$ cat config.mk
export PLATFORM = sky130hd
export DESIGN_NAME = regfile_wb_ctrl_flat
export DESIGN_NICKNAME = d
export VERILOG_FILES = /design/src/rtl/regfile_wb_ctrl_if.sv /design/src/rtl/regfile_wb_ctrl.sv /design/src/flat_wrapper.sv
export SDC_FILE = /design/constraint.sdc
export NUM_CORES = 1
export LEC_CHECK = 0
export CORE_UTILIZATION = 36
export DETAILED_ROUTE_END_ITERATION = 6
export PLACE_DENSITY = 0.76
export SETUP_SLACK_MARGIN = 0.4
export SLEW_MARGIN = 20
export SYNTH_ARGS = -nofsm -noshare
export SYNTH_HDL_FRONTEND = slang
export SYNTH_SLANG_ARGS = --single-unit
$ cat constraint.sdc
create_clock -name clk -period 3.73 [get_ports clk]
set_input_delay 0.746 -clock clk [delete_from_list [all_inputs] [get_ports clk]]
set_output_delay 0.746 -clock clk [all_outputs]
set_load 0.01 [all_outputs]
$ cat src/rtl/regfile_wb_ctrl_if.sv
// Writeback bus between the two requesters, the write-port controller and the regfile.
// Latency: none (wires only).
// Backpressure: ready is driven by the controller's slave side and qualifies each valid.
interface regfile_wb_ctrl_if #(
    parameter int XLEN = 64,
    parameter int NREG = 32
);
    logic            alu_valid;
    logic [4:0]      alu_rd;
    logic [XLEN-1:0] alu_data;
    logic            alu_ready;
    logic            mem_valid;
    logic [4:0]      mem_rd;
    logic [XLEN-1:0] mem_data;
    logic            mem_ready;
    logic            reg_write;
    logic [4:0]      write_register;
    logic [XLEN-1:0] write_data;
    logic            init_done;
    logic [NREG-1:0] pending_mask;

    // Requester and regfile side.
    modport master (
        output alu_valid, alu_rd, alu_data,
        output mem_valid, mem_rd, mem_data,
        input  alu_ready, mem_ready,
        input  reg_write, write_register, write_data, init_done, pending_mask
    );

    // Write-port controller side.
    modport slave (
        input  alu_valid, alu_rd, alu_data,
        input  mem_valid, mem_rd, mem_data,
        output alu_ready, mem_ready,
        output reg_write, write_register, write_data, init_done, pending_mask
    );
endinterface

$ cat src/rtl/regfile_wb_ctrl.sv
// Regfile write-port controller: clears x1..x31 after reset, then round-robins ALU/load writebacks.
// Latency: an accepted request is on the write port the cycle after the accepting edge.
// Backpressure: ready=0 during the clear and for the losing requester; no buffering past the output stage.
module regfile_wb_ctrl #(
    parameter int XLEN = 64,
    parameter int NREG = 32
) (
    input  logic                clk,
    input  logic                reset,
    regfile_wb_ctrl_if.slave    bus
);

    typedef enum logic {
        S_CLEAR = 1'b0,
        S_RUN   = 1'b1
    } state_t;

    state_t          r_state;
    logic [4:0]      r_cnt;
    logic            r_last_mem;     // 1: the last grant went to the load unit
    logic            r_reg_write;
    logic [4:0]      r_wr_reg;
    logic [XLEN-1:0] r_wr_data;
    logic            r_init_done;
    logic [NREG-1:0] r_pending;

    state_t          w_state_nxt;
    logic [4:0]      w_cnt_nxt;
    logic            w_last_mem_nxt;
    logic            w_reg_write_nxt;
    logic [4:0]      w_wr_reg_nxt;
    logic [XLEN-1:0] w_wr_data_nxt;
    logic            w_init_nxt;
    logic [NREG-1:0] w_pending_nxt;

    logic            w_run;
    logic            w_alu_rdy;
    logic            w_mem_rdy;
    logic            w_acc_alu;
    logic            w_acc_mem;

    // Round-robin grant: on a tie the requester that did not win last time goes first.
    always_comb begin
        w_run     = (r_state == S_RUN);
        w_alu_rdy = w_run & bus.alu_valid & (~bus.mem_valid | r_last_mem);
        w_mem_rdy = w_run & bus.mem_valid & (~bus.alu_valid | ~r_last_mem);
        w_acc_alu = bus.alu_valid & w_alu_rdy;
        w_acc_mem = bus.mem_valid & w_mem_rdy;
    end

    // Next-state and next output-stage contents.
    always_comb begin
        w_state_nxt     = r_state;
        w_cnt_nxt       = r_cnt;
        w_last_mem_nxt  = r_last_mem;
        w_reg_write_nxt = 1'b0;
        w_wr_reg_nxt    = r_wr_reg;
        w_wr_data_nxt   = r_wr_data;
        w_init_nxt      = r_init_done;
        case (r_state)
            S_CLEAR: begin
                w_reg_write_nxt = 1'b1;
                w_wr_reg_nxt    = r_cnt;
                w_wr_data_nxt   = '0;
                w_cnt_nxt       = r_cnt + 5'd1;
                if (r_cnt == 5'd31) begin
                    w_state_nxt = S_RUN;
                    w_init_nxt  = 1'b1;
                end
            end
            S_RUN: begin
                if (w_acc_alu) begin
                    w_last_mem_nxt = 1'b0;
                    // Writes to x0 are consumed but never reach the port.
                    if (bus.alu_rd != 5'd0) begin
                        w_reg_write_nxt = 1'b1;
                        w_wr_reg_nxt    = bus.alu_rd;
                        w_wr_data_nxt   = bus.alu_data;
                    end
                end else if (w_acc_mem) begin
                    w_last_mem_nxt = 1'b1;
                    if (bus.mem_rd != 5'd0) begin
                        w_reg_write_nxt = 1'b1;
                        w_wr_reg_nxt    = bus.mem_rd;
                        w_wr_data_nxt   = bus.mem_data;
                    end
                end
            end
            default: w_state_nxt = S_CLEAR;
        endcase
        w_pending_nxt = w_reg_write_nxt ? ({{(NREG-1){1'b0}}, 1'b1} << w_wr_reg_nxt) : '0;
    end

    // State register, clear counter and arbitration history.
    always_ff @(posedge clk or posedge reset) begin
        if (reset) begin
            r_state    <= S_CLEAR;
            r_cnt      <= 5'd1;
            r_last_mem <= 1'b1;
        end else begin
            r_state    <= w_state_nxt;
            r_cnt      <= w_cnt_nxt;
            r_last_mem <= w_last_mem_nxt;
        end
    end

    // Registered write-port stage with its pending mask.
    always_ff @(posedge clk or posedge reset) begin
        if (reset) begin
            r_reg_write <= 1'b0;
            r_wr_reg    <= 5'd0;
            r_wr_data   <= '0;
            r_init_done <= 1'b0;
            r_pending   <= '0;
        end else begin
            r_reg_write <= w_reg_write_nxt;
            r_wr_reg    <= w_wr_reg_nxt;
            r_wr_data   <= w_wr_data_nxt;
            r_init_done <= w_init_nxt;
            r_pending   <= w_pending_nxt;
        end
    end

    assign bus.alu_ready      = w_alu_rdy;
    assign bus.mem_ready      = w_mem_rdy;
    assign bus.reg_write      = r_reg_write;
    assign bus.write_register = r_wr_reg;
    assign bus.write_data     = r_wr_data;
    assign bus.init_done      = r_init_done;
    assign bus.pending_mask   = r_pending;

endmodule

$ cat src/flat_wrapper.sv
// flat-port wrapper written by rule: the top's interface ports become plain ports
module regfile_wb_ctrl_flat 
#(
    parameter int XLEN = 64,
    parameter int NREG = 32
)
  (clk, reset, bus_alu_valid, bus_alu_rd, bus_alu_data, bus_mem_valid, bus_mem_rd, bus_mem_data, bus_alu_ready, bus_mem_ready, bus_reg_write, bus_write_register, bus_write_data, bus_init_done, bus_pending_mask);
  regfile_wb_ctrl_if #(.XLEN(XLEN), .NREG(NREG)) bus_i ();
  input  logic clk;
  input  logic reset;
  input wire logic [$bits(bus_i.alu_valid)-1:0] bus_alu_valid;
  input wire logic [$bits(bus_i.alu_rd)-1:0] bus_alu_rd;
  input wire logic [$bits(bus_i.alu_data)-1:0] bus_alu_data;
  input wire logic [$bits(bus_i.mem_valid)-1:0] bus_mem_valid;
  input wire logic [$bits(bus_i.mem_rd)-1:0] bus_mem_rd;
  input wire logic [$bits(bus_i.mem_data)-1:0] bus_mem_data;
  output wire logic [$bits(bus_i.alu_ready)-1:0] bus_alu_ready;
  output wire logic [$bits(bus_i.mem_ready)-1:0] bus_mem_ready;
  output wire logic [$bits(bus_i.reg_write)-1:0] bus_reg_write;
  output wire logic [$bits(bus_i.write_register)-1:0] bus_write_register;
  output wire logic [$bits(bus_i.write_data)-1:0] bus_write_data;
  output wire logic [$bits(bus_i.init_done)-1:0] bus_init_done;
  output wire logic [$bits(bus_i.pending_mask)-1:0] bus_pending_mask;
  assign bus_i.alu_valid = bus_alu_valid;
  assign bus_i.alu_rd = bus_alu_rd;
  assign bus_i.alu_data = bus_alu_data;
  assign bus_i.mem_valid = bus_mem_valid;
  assign bus_i.mem_rd = bus_mem_rd;
  assign bus_i.mem_data = bus_mem_data;
  assign bus_alu_ready = bus_i.alu_ready;
  assign bus_mem_ready = bus_i.mem_ready;
  assign bus_reg_write = bus_i.reg_write;
  assign bus_write_register = bus_i.write_register;
  assign bus_write_data = bus_i.write_data;
  assign bus_init_done = bus_i.init_done;
  assign bus_pending_mask = bus_i.pending_mask;
  regfile_wb_ctrl #(.XLEN(XLEN), .NREG(NREG)) u_core (.clk(clk), .reset(reset), .bus(bus_i));
endmodule
* Word level (Yosys, flattened, before mapping) *
Cells that the tools add are included.
Widths: inputs -> output; s select.

storage, ports and cells
  input bits = 142
  bits in registers = 110
  logic and storage cells = 52

operators by class
  equal/unequal tests = 4
  bitwise gates (word level) = 12
  multiplexer cells = 20
  add/sub/neg operators = 1
  shift-type cells = 1
  reductions and logical operators = 6

operators with widths
  cell                  number
  $mux 64               4
  $pmux 64 s2           1
  $mux 32               1
  $shl 1x5->32 const A  1
  $mux 5                4
  $pmux 5 s2            1
  $reduce_bool 5->1     2
  $ne 3x3->1 const B    3
  $mux 1                8
  $and 1x1->1           6
  $add 5x1->5 const B   1
  $eq 5x5->1 const B    1
  $not 1->1             4
  $reduce_and 2->1      2
  $reduce_and 3->1      1
  $or 1x1->1            2
  $pmux 1 s2            1
  $reduce_bool 2->1     1

* Logic depth before layout (Yosys ltp) *
  depth in word-level cells = 9
  depth in mapped cells = 8
  depth with buffers taken out = 6

* Worst setup path before layout *
OpenSTA, ideal clock, no wires.

  kind = input to register
  start = in bus_mem_rd[3]
  end = reg u_core.r_pending[11], in the netlist u_core.bus.pending_mask[11]
  path slack = 1.256 ns
  buffers on the path = 2
  arrival = 2.328 ns
  stages = 7
  required time = 3.584 ns
  setup time = 0.146 ns
  cells stage by stage = or4_4 > or2_0 > a221o_1 > buf_4 > inv_2 > buf_2 > nor4_1

on the way
  word-level cells in the longest chain between the ends = 7

ends and longest elaborated chain
  what                          line                    text
  from (decl)                   flat_wrapper.sv:15      input wire logic [$bits(bus_i.mem_rd)-1:0] bus_mem_rd;
  $reduce_bool 5->1             regfile_wb_ctrl.sv:82   if (bus.mem_rd != 5'd0) begin
  $mux 5                        regfile_wb_ctrl.sv:82
  $mux 5                        regfile_wb_ctrl.sv:80   end else if (w_acc_mem) begin
  $mux 5                        regfile_wb_ctrl.sv:72   if (w_acc_alu) begin
  $pmux 5 s2                    regfile_wb_ctrl.sv:60   case (r_state)
  net u_core.w_wr_reg_nxt[2]    regfile_wb_ctrl.sv:31   logic [4:0] w_wr_reg_nxt;
  $shl 1x5->32                  regfile_wb_ctrl.sv:91   w_pending_nxt = w_reg_write_nxt ? ({{(NREG-1){1'b0}}, 1'b1} << w_wr_reg_nxt) : '0;
  $mux 32                       regfile_wb_ctrl.sv:91
  net u_core.w_pending_nxt[11]  regfile_wb_ctrl.sv:34   logic [NREG-1:0] w_pending_nxt;
  to (signal assigned)          regfile_wb_ctrl.sv:120  r_pending <= w_pending_nxt;
  to (decl)                     regfile_wb_ctrl.sv:25   logic [NREG-1:0] r_pending;

The timed path passes the listed nets, and every way through them passes these cells.
A chain may end at the register's enable or synchronous reset.

* Worst setup path in the final report *
  start = in bus_mem_valid
  end = out bus_alu_ready

on the way
  word-level cells in the longest chain between the ends = 3

ends and longest elaborated chain
  what         line                   text
  from (decl)  flat_wrapper.sv:14     input wire logic [$bits(bus_i.mem_valid)-1:0] bus_mem_valid;
  $not 1->1    regfile_wb_ctrl.sv:45  w_alu_rdy = w_run & bus.alu_valid & (~bus.mem_valid | r_last_mem);
  $or 1x1->1   regfile_wb_ctrl.sv:45
  $and 1x1->1  regfile_wb_ctrl.sv:45
  to (decl)    flat_wrapper.sv:17     output wire logic [$bits(bus_i.alu_ready)-1:0] bus_alu_ready;

Every way passes these cells.

==> qor_table.md <==
| Quantity | Value | Unit |
| --- | --- | --- |
| Run status | finished clean | - |
| Number of max-capacitance violations reported | 0 | - |
| RSZ-0062 raised after global routing | no | - |
| Area growth from synthesis to final layout | 60.20 | % |
| Post-Route Hold Slack | 0.4692 | ns |
| Largest area contributor in the synthesized netlist | dfrtp_1 | - |
| Area fraction in and, or, nand and nor cells after synthesis | 0.1443 | - |
| Area fraction in compound gates after synthesis | 0.2326 | - |
| Most used standard cells in the synthesized netlist | dfrtp_1 (108), nor2_1 (69), a21oi_1 (68) | - |
| Starting DRC count in detailed routing | 312 | - |
| Number of global-route vias before repair | 4442 | - |
| Share of layout cells above drive strength 1 | 0.08538 | - |
| Largest net degree at the start of global routing | 111 | - |
| Detailed-route vias per instance | 5.291 | - |
| Per-instance average area after synthesis | 10.64 | um^2 |
| Reg clk slew, reported paths | 0.08 | ns |
| Share of the synthesized netlist area taken by xor and xnor gates | 0.005403 | - |
| Via count of the routed design | 4587 | - |
| Weighted congestion reported at the end of routability-driven placement | 0.9259 | - |
| Leading cell type by number of instances after synthesis | dfrtp_1 | - |
| Critical path launch point type | primary input | - |
| HPWL after detailed placement | 10710 | um |
| Top Layer Used | met4 | - |
| Detailed-router iteration count before antenna repair | 5 | - |
| Post-CTS Setup Inserts | 0 | - |
| Count of pins on the block boundary | 247 | - |
| Setup-violating endpoint count in the final report | 0 | - |
| Fraction of synthesis flops using an asynchronous set or reset pin | 1.000 | - |
| Final Net Count | 830 | - |
| Clock Sinks | 110 | - |
| Routed wl met2 | 7133 | um |
| Buffers added on ports | 246 | - |
| Placed Cells | 851 | - |
| Total clock buffers created by CTS | 9 | - |
| Clock latency at the later pin of the worst-skew pair | 0.34 | ns |
| Clock tree from TritonCTS | yes | - |
| Residual DRC | 0 | - |
| Initial cell density of the core | 0.3687 | - |
| Die Ht | 118.2 | um |
| Number of different library cells in the post-synthesis netlist | 55 | - |
| Die extent in x | 118.2 | um |
| Slowest Stage Delay on Critical Path | 0.57 | ns |
| Worst setup skew after layout | 0.008973 | ns |
| Power per cell area | 443.9 | nW/um^2 |
| Sink of the worst hold path | u_core.bus.init_done | - |
| Cell count of the worst reg-to-reg path | 9 | - |
| Routed wirelength normalized by instance count | 16.66 | um |
| Maximum fanout along the worst path | 7 | - |
| Final worst path period need | 3.128 | ns |
| Category of the worst setup path capture point | output port | - |
| Share of synthesized area spent on multiplexers | 0.004631 | - |
| Core box area | 13190 | um^2 |
| Slowest cell on crit path | clkdlybuf4s50_1 | - |
| Clock buffer depth | 2 | - |
| Leak pwr | 3.123 | nW |
| Critical register-to-register path endpoint | u_core.bus.write_data[6] | - |
| Total global-route track usage | 0.2039 | - |
| Routed wl met3 | 1117 | um |
| First-pass GRT wire length | 22620 | um |
| Hold violation total from the final report | 0 | - |
| Headroom to the max-slew limit | 0.3938 | - |
| Root buffer cell | clkbuf_16 | - |
| Main combinational cell family by area after synthesis | compound AO/OA/AOI/OAI gates | - |
| FF+latch count, synth | 110 | - |
| Synthesized netlist net count | 601 | - |
| Number of instances in the synthesized netlist | 457 | - |
| CTS H-tree lvls | 3 | - |
| Slack of the worst reg-to-reg path | 1.04 | ns |
| Ranking of synthesized cells by area | dfrtp_1 (56%), a22oi_1 (10%), a21oi_1 (7.0%), nor2_1 (5.3%), nor4_1 (2.8%) | - |
| Setup Crit Path Kind | primary input to output port | - |
| Final max-slew violation count | 0 | - |
| Setup TNS | 0 | ns |
| Primary flip-flop cell chosen by synthesis mapping | dfrtp_1 | - |
| Most numerous cell on the critical path | clkdlybuf4s50_1 | - |
| Number of cells in the finished layout apart from fillers | 867 | - |
| Final clock period utilization by the worst path | 0.8385 | - |
| Portion of synthesized cell area occupied by the leading cell type | 0.5557 | - |
| Type of the tightest min-delay check | flip-flop to flip-flop | - |
| Worst hold path startpoint | u_core.bus.init_done | - |
| Routed wire length | 14440 | um |
| Post-route total power | 3.459 | mW |
| WL met1 | 5790 | um |
| Post-synthesis instance area | 4863 | um^2 |
| Initial antenna violation count | 0 | - |
| Number of cells on the worst hold path | 1 | - |
| Peak Freq | 0.3197 | GHz |
| R2r startpoint | u_core.r_state | - |
| Die Footprint | 13980 | um^2 |
| Leftover overflow at the end of global routing | 0 | - |
| Site row count | 42 | - |
| Warning count from the yosys run | 0 | - |
| Arrival time reported for the critical path endpoint | 2.38 | ns |
| Actual slew at the worst max-slew pin | 0.9094 | ns |
| Cell chain of the critical path | clkdlybuf4s50_1 -> nand2b_1 -> nand2_1 -> inv_2 -> clkdlybuf4s50_1 | - |
| Data required time of the worst path | 2.98 | ns |
| Post-synthesis share of cell area spent on full adders, half adders and majority gates | 0.005145 | - |
| # diodes | 0 | - |
| Share of synthesized area occupied by flip-flops and latches | 0.5665 | - |
| Number of routed nets with antenna violations | 0 | - |
| EDFF count, synth | 0 | - |
| Maximum resistive drop on vdd | 0.2688 | mV |
worst max-delay path by stage:
| stage | startpoint | to | slack, ns | cells after the start |
|---|---|---|---|---|
| after floorplan | bus_mem_rd[3] | u_core.bus.pending_mask[11] | 1.26 | 7 |
| after global placement | bus_mem_valid | u_core.bus.pending_mask[16] | 0.43 | 7 |
| after detailed placement | bus_mem_valid | u_core.bus.pending_mask[0] | 0.29 | 7 |
| after CTS | bus_mem_valid | bus_mem_ready | 0.60 | 4 |
| after global routing | bus_mem_valid | u_core.bus.write_data[24] | 0.49 | 9 |
| final | bus_mem_valid | bus_alu_ready | 0.60 | 5 |
worst max-delay path: cells and delay by family:
kind / cells / cell delay (ns)
buffers and inverters: 3 / 1.15
AND/OR/NAND/NOR: 2 / 0.48
per-layer routing:
layer | GRT usage | vias to the layer above
li1 | - | 2167
met5 | 0 | -
met4 | 0.09215 | 0
met1 | 0.2454 | 2145
met2 | 0.3507 | 239
met3 | 0.04151 | 36
cell families after synthesis:
group / after synthesis
AOI/OAI and AO/OA: 165
and+or+nand+nor: 129
DFF: 110
buffers and inverters: 46
xor gates and xnor gates: 3
muxes: 2
adders and majority gates: 2
layout by cell type (no fill, tap or decap), drive strengths merged, types with 3 or more instances in the layout:
cell	n
nand3	3
and2	4
or2	4
xnor2	3
o211ai	3
inv	11
buf	9
nor4	33
clkbuf	9
nand2	3
o22ai	3
a32o	3
o21ai	3
a22oi	67
nor2b	3
nor2	69
dfrtp	108
a21oi	68
clkdlybuf4s50	246
flip-flops by register name, summed over array words and instances (netlist names):
name and cells:
u_core.bus.reg_write 1, u_core.bus.write_register 5, u_core.bus.init_done 1, u_core.bus.write_data 64
u_core.r_cnt 5, u_core.r_last_mem 1, u_core.r_state 1, u_core.bus.pending_mask 32
power breakdown:
group	internal, mW	total [mW]	switching, mW
clock	0.538	0.995	0.457
combinational	0.536	1.03	0.498
sequential	1.35	1.43	0.0838
total	2.42	3.46	1.04
cell type report:
class	count	area, um^2
clock buffer	9	225.2
clock inverter	7	91.34
fill	1117	5399
inverter	9	37.54
multi-input combinational	301	1919
sequential	110	2755
tap	176	220.2
timing repair buffer	255	2542
per-stage QoR:
step / worst slack, ns / utilization / area, um^2
3_3_place_gp: 0.4336 / 0.5666 / 7473
6_report: 0.6023 / 0.5907 / 7791
5_1_grt: 0.4871 / 0.5907 / 7791
3_5_place_dp: 0.2895 / 0.5666 / 7473
2_1_floorplan: 1.256 / - / 4867
4_1_cts: 0.6016 / 0.5906 / 7790
repair_timing:
action                                  CTS  global route
hold endpoints to repair                  0             0
hold buffers                              0             0
endpoints found under the setup margin    0             1
resized for setup                         0             1
Power figures use the tool's default switching activity.
